[config.mk]
export PLATFORM = sky130hd
export DESIGN_NAME = rr_grant_scheduler_flat
export DESIGN_NICKNAME = d
export VERILOG_FILES = /design/src/rtl/rr_grant_scheduler_if.sv /design/src/rtl/rr_grant_scheduler.sv /design/src/flat_wrapper.sv
export SDC_FILE = /design/constraint.sdc
export NUM_CORES = 1
export LEC_CHECK = 0
export CAP_MARGIN = 20
export CORE_MARGIN = 2
export CORE_UTILIZATION = 47
export DETAILED_ROUTE_END_ITERATION = 8
export GPL_ROUTABILITY_DRIVEN = 0
export PLACE_DENSITY = 0.85
export REMOVE_ABC_BUFFERS = 1
export SYNTH_ARGS = -nofsm -noshare
export SYNTH_HDL_FRONTEND = slang
export SYNTH_SLANG_ARGS = --single-unit
[constraint.sdc]
create_clock -name clk -period 1.95 [get_ports clk]
set_clock_uncertainty 0.15 [all_clocks]
set_input_delay 0.39 -clock clk [delete_from_list [all_inputs] [get_ports clk]]
set_output_delay 0.39 -clock clk [all_outputs]
set_load 0.03 [all_outputs]
[src/rtl/rr_grant_scheduler_if.sv]
`default_nettype none
// ============================================================================
// Module      : rr_grant_scheduler_if
// Description : Request/grant bundle between four requesters and the
//               round-robin scheduler that owns the shared resource.
// Revision    : 1.0 - initial release
// ============================================================================
interface rr_grant_scheduler_if;
  logic [3:0] req;
  logic       done;
  logic [3:0] grant;
  logic [1:0] grant_idx;
  logic       grant_valid;
  logic       timeout;

  // Requester side: drives requests and release, observes the grant.
  modport master (
    output req,
    output done,
    input  grant,
    input  grant_idx,
    input  grant_valid,
    input  timeout
  );

  // Scheduler side.
  modport slave (
    input  req,
    input  done,
    output grant,
    output grant_idx,
    output grant_valid,
    output timeout
  );
endinterface
`default_nettype wire

[src/rtl/rr_grant_scheduler.sv]
`default_nettype none
// ============================================================================
// Module      : rr_grant_scheduler
// Description : Four-way round-robin scheduler with bounded hold time.
//               One owner at a time, one idle cycle between grants, and a
//               timeout pulse when an owner is forced off by MAX_HOLD.
// Revision    : 1.0 - initial release
// ============================================================================
module rr_grant_scheduler #(
  parameter int MAX_HOLD = 8,
  parameter int CNT_W    = 4
) (
  input  logic                 clk,
  input  logic                 rst_n,
  rr_grant_scheduler_if.slave  bus
);

  localparam logic [0:0]       c_st_idle   = 1'b0;
  localparam logic [0:0]       c_st_grant  = 1'b1;
  // Last hold-counter value of a grant; MAX_HOLD <= 2^CNT_W keeps it in range.
  localparam logic [CNT_W-1:0] c_hold_last = CNT_W'(MAX_HOLD - 1);

  logic [0:0]       r_state;
  logic [1:0]       r_ptr;
  logic [CNT_W-1:0] r_hold_cnt;
  logic [1:0]       r_grant_idx;
  logic             r_grant_valid;
  logic             r_timeout;
  logic [3:0]       r_grant;

  logic [0:0]       w_state_nxt;
  logic [1:0]       w_ptr_nxt;
  logic [CNT_W-1:0] w_hold_cnt_nxt;
  logic [1:0]       w_grant_idx_nxt;
  logic             w_grant_valid_nxt;
  logic             w_timeout_nxt;
  logic [3:0]       w_grant_nxt;

  logic [1:0]       w_winner;
  logic             w_any_req;
  logic             w_limit;
  logic             w_owner_req;
  logic             w_release;

  // Pick the first requester at or after the pointer; scanning from the far
  // end lets the closest hit overwrite earlier ones without a found flag.
  always_comb begin
    w_winner = r_ptr;
    for (int k = 3; k >= 0; k--) begin
      if (bus.req[2'(r_ptr + 2'(k))]) begin
        w_winner = 2'(r_ptr + 2'(k));
      end
    end
  end

  assign w_any_req   = |bus.req;
  assign w_limit     = (r_hold_cnt == c_hold_last);
  assign w_owner_req = bus.req[r_grant_idx];
  assign w_release   = bus.done | ~w_owner_req | w_limit;

  // State register and all registered outputs, cleared asynchronously.
  always_ff @(posedge clk or negedge rst_n) begin
    if (!rst_n) begin
      r_state       <= c_st_idle;
      r_ptr         <= 2'd0;
      r_hold_cnt    <= '0;
      r_grant_idx   <= 2'd0;
      r_grant_valid <= 1'b0;
      r_timeout     <= 1'b0;
      r_grant       <= 4'd0;
    end else begin
      r_state       <= w_state_nxt;
      r_ptr         <= w_ptr_nxt;
      r_hold_cnt    <= w_hold_cnt_nxt;
      r_grant_idx   <= w_grant_idx_nxt;
      r_grant_valid <= w_grant_valid_nxt;
      r_timeout     <= w_timeout_nxt;
      r_grant       <= w_grant_nxt;
    end
  end

  // Next state: grant on any request, return to idle on any release cause.
  always_comb begin
    w_state_nxt = r_state;
    case (r_state)
      c_st_idle:  if (w_any_req) w_state_nxt = c_st_grant;
      c_st_grant: if (w_release) w_state_nxt = c_st_idle;
      default:    w_state_nxt = c_st_idle;
    endcase
  end

  // Next register values for pointer, counter and outputs.
  always_comb begin
    w_ptr_nxt         = r_ptr;
    w_hold_cnt_nxt    = r_hold_cnt;
    w_grant_idx_nxt   = r_grant_idx;
    w_grant_valid_nxt = r_grant_valid;
    w_timeout_nxt     = 1'b0;
    case (r_state)
      c_st_idle: begin
        if (w_any_req) begin
          w_grant_idx_nxt   = w_winner;
          w_grant_valid_nxt = 1'b1;
          w_hold_cnt_nxt    = '0;
        end
      end
      c_st_grant: begin
        if (w_release) begin
          w_grant_valid_nxt = 1'b0;
          w_ptr_nxt         = r_grant_idx + 2'd1;
          // Only a pure hold-limit release counts as a timeout.
          w_timeout_nxt     = w_limit & ~bus.done & w_owner_req;
        end else begin
          w_hold_cnt_nxt    = r_hold_cnt + CNT_W'(1);
        end
      end
      default: begin
        w_grant_valid_nxt = 1'b0;
      end
    endcase
    w_grant_nxt = w_grant_valid_nxt ? (4'b0001 << w_grant_idx_nxt) : 4'b0000;
  end

  assign bus.grant       = r_grant;
  assign bus.grant_idx   = r_grant_idx;
  assign bus.grant_valid = r_grant_valid;
  assign bus.timeout     = r_timeout;

endmodule
`default_nettype wire

[src/flat_wrapper.sv]
// flat-port wrapper written by rule: the top's interface ports become plain ports
module rr_grant_scheduler_flat 
#(
  parameter int MAX_HOLD = 8,
  parameter int CNT_W    = 4
)
  (clk, rst_n, bus_req, bus_done, bus_grant, bus_grant_idx, bus_grant_valid, bus_timeout);
  rr_grant_scheduler_if bus_i ();
  input  logic clk;
  input  logic rst_n;
  input wire logic [$bits(bus_i.req)-1:0] bus_req;
  input wire logic [$bits(bus_i.done)-1:0] bus_done;
  output wire logic [$bits(bus_i.grant)-1:0] bus_grant;
  output wire logic [$bits(bus_i.grant_idx)-1:0] bus_grant_idx;
  output wire logic [$bits(bus_i.grant_valid)-1:0] bus_grant_valid;
  output wire logic [$bits(bus_i.timeout)-1:0] bus_timeout;
  assign bus_i.req = bus_req;
  assign bus_i.done = bus_done;
  assign bus_grant = bus_i.grant;
  assign bus_grant_idx = bus_i.grant_idx;
  assign bus_grant_valid = bus_i.grant_valid;
  assign bus_timeout = bus_i.timeout;
  rr_grant_scheduler #(.MAX_HOLD(MAX_HOLD), .CNT_W(CNT_W)) u_core (.clk(clk), .rst_n(rst_n), .bus(bus_i));
endmodule
==> results of run 1 <==
-- cells by family after synthesis --
| family | count (synthesis) |
|---|---|
| adder cells (fa/ha/maj) | 1 |
| AND/OR/NAND/NOR | 27 |
| AO/OA/AOI/OAI | 15 |
| multiplexers | 7 |
| XOR/XNOR | 1 |
| flip-flops | 15 |
| buffers and inverters | 7 |
-- cells in the final DEF, fill, tap and decap left out, drive strengths merged, types with 2 or more instances in the layout --
cell type      netlist  routed
clkbuf               0       3
nand2                4       4
dlygate4sd2          0       2
a31oi                2       2
clkdlybuf4s50        0      10
mux2i                6       6
nand3                3       3
buf                  1       8
nor2b                2       2
nor3b                3       3
dlymetal6s2s         0       2
a21oi                2       2
inv                  6       6
nor3                 5       5
or2                  3       3
nand2b               3       3
dfrtp               15      15
-- stage by stage --
step	setup WS, ns	instance area [µm²]	power, mW	hold slack [ns]	cells
finish	0.02296	1075	1.533	0.2463	114
global route	-0.05138	1075	1.635	0.2795	114
CTS	0.01337	1026	1.492	0.2538	114
detailed placement	-0.2713	999.7	1.319	0.3869	110
global placement	-0.2006	999.7	1.279	0.3458	110
floorplan	0.1153	779.5	1.003	-0.05559	72
-- worst max path at each step --
stage / endpoint / slack, ns / cells after the start
floorplan: u_core.bus.grant[3] / 0.12 / 4
global placement: u_core.bus.grant[1] / -0.20 / 5
detailed placement: u_core.bus.grant[3] / -0.27 / 5
CTS: u_core.bus.grant[1] / 0.01 / 5
global route: u_core.bus.grant[3] / -0.05 / 5
finish: u_core.bus.grant[3] / 0.02 / 5
-- layer usage --
| metal | GRT usage (%) | routed length [µm] |
|---|---|---|
| met2 | 36.00 | 913 |
| met1 | 24.68 | 780 |
| met4 | 11.76 | 31 |
| met3 | 2.800 | 55 |
| met5 | 0 | 0 |
-- state kept, by name, indices dropped and copies added, names as in the netlist --
| name | count |
|---|---|
| u_core.bus.grant_idx | 2 |
| u_core.bus.grant_valid | 1 |
| u_core.r_ptr | 2 |
| u_core.bus.grant | 4 |
| u_core.bus.timeout | 1 |
| u_core.r_hold_cnt | 4 |
| u_core.r_state | 1 |
-- synth_stat cells, types with 2 or more instances --
cell type and number:
mux2i_1 6, a21oi_1 2, a31oi_1 2, nand2_1 4
dfrtp_1 15, nand2b_1 3, nor2b_1 2, inv_1 6
nor3_1 4, nand3_1 3, nor3b_1 2
-- where the power goes --
group          leakage (nW)  total, mW  internal (mW)  switching, mW
Combinational         0.296      0.804          0.383          0.421
Clock                0.0177      0.178         0.0763          0.102
Sequential            0.191      0.551          0.418          0.133
-- what timing repair did --
item,CTS,global route
resized for setup,3,10
pin swaps,1,0
endpoints found under the hold margin,0,0
endpoints found under the setup margin,4,5
-- final cells by class --
cell class / count / area (µm²)
clock buffers: 3 / 22.52
clock inverters: 1 / 5.005
fillers: 115 / 466.7
inverters: 6 / 22.52
multi-input cells: 51 / 426.7
flip-flops and latches: 15 / 375.4
well taps: 16 / 20.02
repair buffers: 22 / 202.7
==> results.md, run 1 <==
* Mapped Cells at 73
* Die area at 2026 µm²
* Critical-path cell list: clkdlybuf4s50_1 -> nor4_4 -> or2_1 -> o31a_4 -> and3b_1
* IO Port Bufs at 14
* Critical path startpoint: bus_req[0]
* Vias per cell at 5.702
* Final setup vio count at 0
* Clock buffer depth at 2
* First-pass GRT wire length at 2994 µm
* Register bit total from synthesis at 15
* CTS sink cnt at 15
* Post-CTS setup buffer count at 0
* R2r worst-path depth at 4
* GRT overflow at 0
* CP Capture Type: flip-flop
* Final setup TNS at 0 ns
* Ys flop type: dfrtp_1
* Chip Width at 45.02 µm
* Critical path buffers and inverters at 1
* Vias in the first global route at 712
* Core area at 1541 µm²
* Max Fanout on Critical Path at 5
* N_diodes at 0
* DR iter-0 viols at 7
* Async set-reset flop share out of synthesis at 100.0%
* Mux share of post-synthesis cell area at 9.019%
* Worst Hold Class: in -> async
* Std cell rows at 14
* Largest net degree at the start of global routing at 16
* Xor/xnor cell area share of the yosys netlist at 1.108%
* Worst skew pair latency at 0.29 ns
* Largest family of logic cells by synthesized area: simple AND/OR/NAND/NOR gates
* Worst slew pin tran at 0.3221 ns
* Max-Cap Viols at 0
* Top cell type's share of synthesized area at 47.47%
* Synth area leaders: dfrtp_1 47%, mux2i_1 7.6%, inv_1 2.8%
* Compound-Gate Fraction of Synth Area at 15.03%
* Initial Util at 51.30%
* Final-report max-slew violation count at 0
* Fin crit period at 1.927 ns
* PD cells at 1426 nW/µm²
* Cts bufs inserted at 3
* Netlist cell types at 35
* CTS root buffer: clkbuf_4
* Worst-path clk slew at 0.09 ns
* Hold_buf cts at 0
* DP HPWL at 1284 µm
* Number of flops mapped to enable cells by yosys at 0
* Post-Synth Simple-Gate Area at 21.52%
* Yosys warning total at 0
* Clock H-tree levels at 1
* P_leak at 0.5051 nW
* Final nets at 107
* Drt pass-1 iters at 4
* Critical Path Max Stage Delay at 0.61 ns
* Worst path top cell family by delay: buffers and inverters
* Avg Cell Area, Syn at 10.83 µm²
* Mapped cell area at 790.8 µm²
* Final core occ at 69.72%
* TritonCTS clock tree: yes
* Worst path slowest cell: clkdlybuf4s50_1
* Maximum VDD drop at 1.003 mV
* Crit path launch type: input port
* Area grow syn2layout at 35.92%
* Rel. slew slack at 78.37%
* Dominant cell type by area after synthesis: dfrtp_1
* DIE HEIGHT at 45.02 µm
* Routed WL per cell at 15.61 µm
* Status: complete, no violations
* DRC violation count after routing at 0
* Flop2flop setup slack at 0.21 ns
* RR Startpoint: u_core.bus.grant_idx[1]
* Worst path arrival time at 1.95 ns
* Reg-to-reg endpoint: u_core.r_ptr[1]
* I/O pin count at 15
* Endpoints failing hold at 0
* Crit path required time at 1.97 ns
* Antenna viol nets, final at 0
* Layout cells sized above 1 at 24.49%
* GR Util All Layers at 20.84%
* Number of antenna violations at the first check in global routing at 0
* Setup CP Type: in -> reg
* Vias after detailed routing at 650
* Sequential-to-total area share from yosys stat at 47.47%
* Max Freq at 518.9 MHz
* Share of synthesized cell area in full adder, half adder and majority cells at 1.582%
* Tcrit/Tclk final at 98.82%
* Post-Route WL at 1780 µm
No activity file was read; power rests on OpenSTA's default activity.
==> inputs of run 2 (changes only) <==
--- a/config.mk
+++ b/config.mk
@@ -12,6 +12,7 @@
 export GPL_ROUTABILITY_DRIVEN = 0
 export PLACE_DENSITY = 0.85
 export REMOVE_ABC_BUFFERS = 1
+export SLEW_MARGIN = 10
 export SYNTH_ARGS = -nofsm -noshare
 export SYNTH_HDL_FRONTEND = slang
 export SYNTH_SLANG_ARGS = --single-unit
==> results of run 2 <==
The final DEF is identical to that of run 1; final timing and power are the same.
==> inputs of run 3 (changes only) <==
--- a/config.mk
+++ b/config.mk
@@ -11,6 +11,7 @@
 export DETAILED_ROUTE_END_ITERATION = 8
 export GPL_ROUTABILITY_DRIVEN = 0
 export PLACE_DENSITY = 0.85
+export RECOVER_POWER = 25
 export REMOVE_ABC_BUFFERS = 1
 export SLEW_MARGIN = 10
 export SYNTH_ARGS = -nofsm -noshare
==> results.md, run 3 (synthesis gave the netlist of run 1 again) <==
* Status: complete, no violations
* P_leak at 0.5017 nW (-0.67%)
* GR Util All Layers at 20.84% (unchanged)
* Crit path launch type: input port
* Maximum VDD drop at 1.003 mV (about the same)
* Placed Area at 999.7 µm² (unchanged)
* PD cells at 1430 nW/µm² (+0.25%)
* Core area at 1541 µm² (unchanged)
* Number of antenna violations at the first check in global routing at 0 (unchanged)
* Cts bufs inserted at 3 (unchanged)
* Final-report max-slew violation count at 0 (unchanged)
* Pwr Total at 1.531 mW (about the same)
* Number of fillers in the final layout at 115 (unchanged)
* Hold EP: u_core.r_hold_cnt[0]
* Clock buffer depth at 2 (unchanged)
* Initial Util at 51.30% (unchanged)
* Setup CP Type: in -> reg
* IO Port Bufs at 14 (unchanged)
* Post-CTS setup buffer count at 0 (unchanged)
* CTS root buffer: clkbuf_4
* DRC violation count after routing at 0 (unchanged)
* Setup WS post-layout at 0.02289 ns (-0.00007000 ns)
* Final setup vio count at 0 (unchanged)
* Worst slew pin tran at 0.7775 ns (+0.4554 ns)
* CTS sink cnt at 15 (unchanged)
* Rel. slew slack at 48.17% (-30 points)
* Vias after detailed routing at 649 (-0.15%)
* Layout cells sized above 1 at 23.47% (-1.0 points)
* N_diodes at 0 (unchanged)
* Chip Width at 45.02 µm (unchanged)
* Vias per cell at 5.693 (-0.15%)
* I/O pin count at 15 (unchanged)
* Worst-path clk slew at 0.09 ns (about the same)
* Std cell rows at 14 (unchanged)
* Largest net degree at the start of global routing at 16 (unchanged)
* DIE HEIGHT at 45.02 µm (unchanged)
* Max Freq at 518.9 MHz (about the same)
* Drt pass-1 iters at 4 (unchanged)
* Most common cell after layout, fill and taps aside: dfrtp_1
* Area grow syn2layout at 35.44%
* Final Cell Area at 1071 µm² (-0.35%)
* Crit path required time at 1.97 ns (about the same)
* Worst Hold Class: reg -> reg
* Commonest non-fill, non-tap cells in the layout: 15 x dfrtp_1, 9 x clkdlybuf4s50_1, 7 x buf_4, 6 x inv_1, 6 x mux2i_1
* CP Capture Type: flip-flop
* Routed WL per cell at 15.62 µm (about the same)
* Vias in the first global route at 712 (unchanged)
* Worst skew pair latency at 0.29 ns (about the same)
* Clock H-tree levels at 1 (unchanged)
* TritonCTS clock tree: yes
* Fin crit period at 1.927 ns (+0.00007000 ns)
* Die area at 2026 µm² (unchanged)
* First-pass GRT wire length at 2994 µm (unchanged)
* Tcrit/Tclk final at 98.83% (about the same)
* Final core occ at 69.48% (-0.24 points)
* Min-delay src: u_core.r_hold_cnt[0]
* Worst slack, placed at -0.2713 ns (unchanged)
* Final nets at 107 (unchanged)
* Max Fanout on Critical Path at 5 (unchanged)
* RR Startpoint: u_core.bus.grant_idx[1]
* Max-Cap Viols at 0 (unchanged)
* Antenna viol nets, final at 0 (unchanged)
* DP HPWL at 1284 µm (unchanged)
* R2r worst-path depth at 4 (unchanged)
* DR iter-0 viols at 7 (unchanged)
* Flop2flop setup slack at 0.21 ns (about the same)
* Hold_buf cts at 0 (unchanged)
* Worst path arrival time at 1.95 ns (about the same)
* Hold Path Depth at 1
* Endpoints failing hold at 0 (unchanged)
* Reg-to-reg endpoint: u_core.r_ptr[1]
* Post-Route WL at 1781 µm (about the same)
* GRT overflow at 0 (unchanged)
[run 3: changes by cell type in the layout (fill, tap and decap cells not counted), sizes merged]
cell,delta
dlygate4sd3,+1
clkdlybuf4s50,-1
buf,-1
clkbuf,+1
[run 3: worst max path at each step]
stage                                        from                   to  slack [ns]  depth (start not counted)
after floorplan           u_core.bus.grant_idx[1]  u_core.bus.grant[3]        0.12                          4
after global placement                 bus_req[3]  u_core.bus.grant[1]       -0.20                          5
after detailed placement               bus_req[3]  u_core.bus.grant[3]       -0.27                          5
after CTS                              bus_req[3]  u_core.bus.grant[1]        0.01                          5
after global routing                   bus_req[0]  u_core.bus.grant[3]       -0.05                          5
final                                  bus_req[0]  u_core.bus.grant[3]        0.02                          5
[run 3: timing repair]
action                                  4_1_cts  5_1_grt
pin swaps                                     1        0
gates resized for setup                       3       10
endpoints found under the setup margin        4        5
hold endpoints to repair                      0        0
[run 3: layer usage]
metal	part of all wire [%]	GRT usage (%)	up-vias
li1	-	-	317
met1	44	24.68	316
met2	51	36.00	12
met3	3.1	2.800	4
met4	1.7	11.76	0
met5	0	0	-
[run 3: where the power goes]
group          leakage [nW]  switching (mW)  internal [mW]
Sequential            0.191           0.133          0.417
Clock                0.0177           0.102         0.0763
Combinational         0.293           0.421          0.382
Total                 0.502           0.656          0.875
[run 3: layout make-up]
class | count | area, µm² | share of cell area, %
inverters | 6 | 22.52 | 2.103
multi-input cells | 51 | 426.7 | 39.84
clock buffers | 3 | 22.52 | 2.103
clock inverters | 1 | 5.005 | 0.4673
repair buffers | 22 | 198.9 | 18.57
flip-flops and latches | 15 | 375.4 | 35.05
well taps | 16 | 20.02 | 1.869
[run 3: metrics by stage]
step / TNS [ns] / std cells / hold slack, ns
3_3_place_gp: -1.793 / 110 / 0.3458
5_1_grt: -0.1569 / 114 / 0.4093
2_1_floorplan: 0 / 72 / -0.05559
6_report: 0 / 114 / 0.3834
4_1_cts: 0 / 114 / 0.2538
3_5_place_dp: -2.477 / 110 / 0.3869
[run 3: worst max-delay path, cell delays in order]
cell and delay, ns:
clkdlybuf4s50_1 0.61, nor4_4 0.10, or2_1 0.27, o31a_4 0.39, and3b_1 0.18
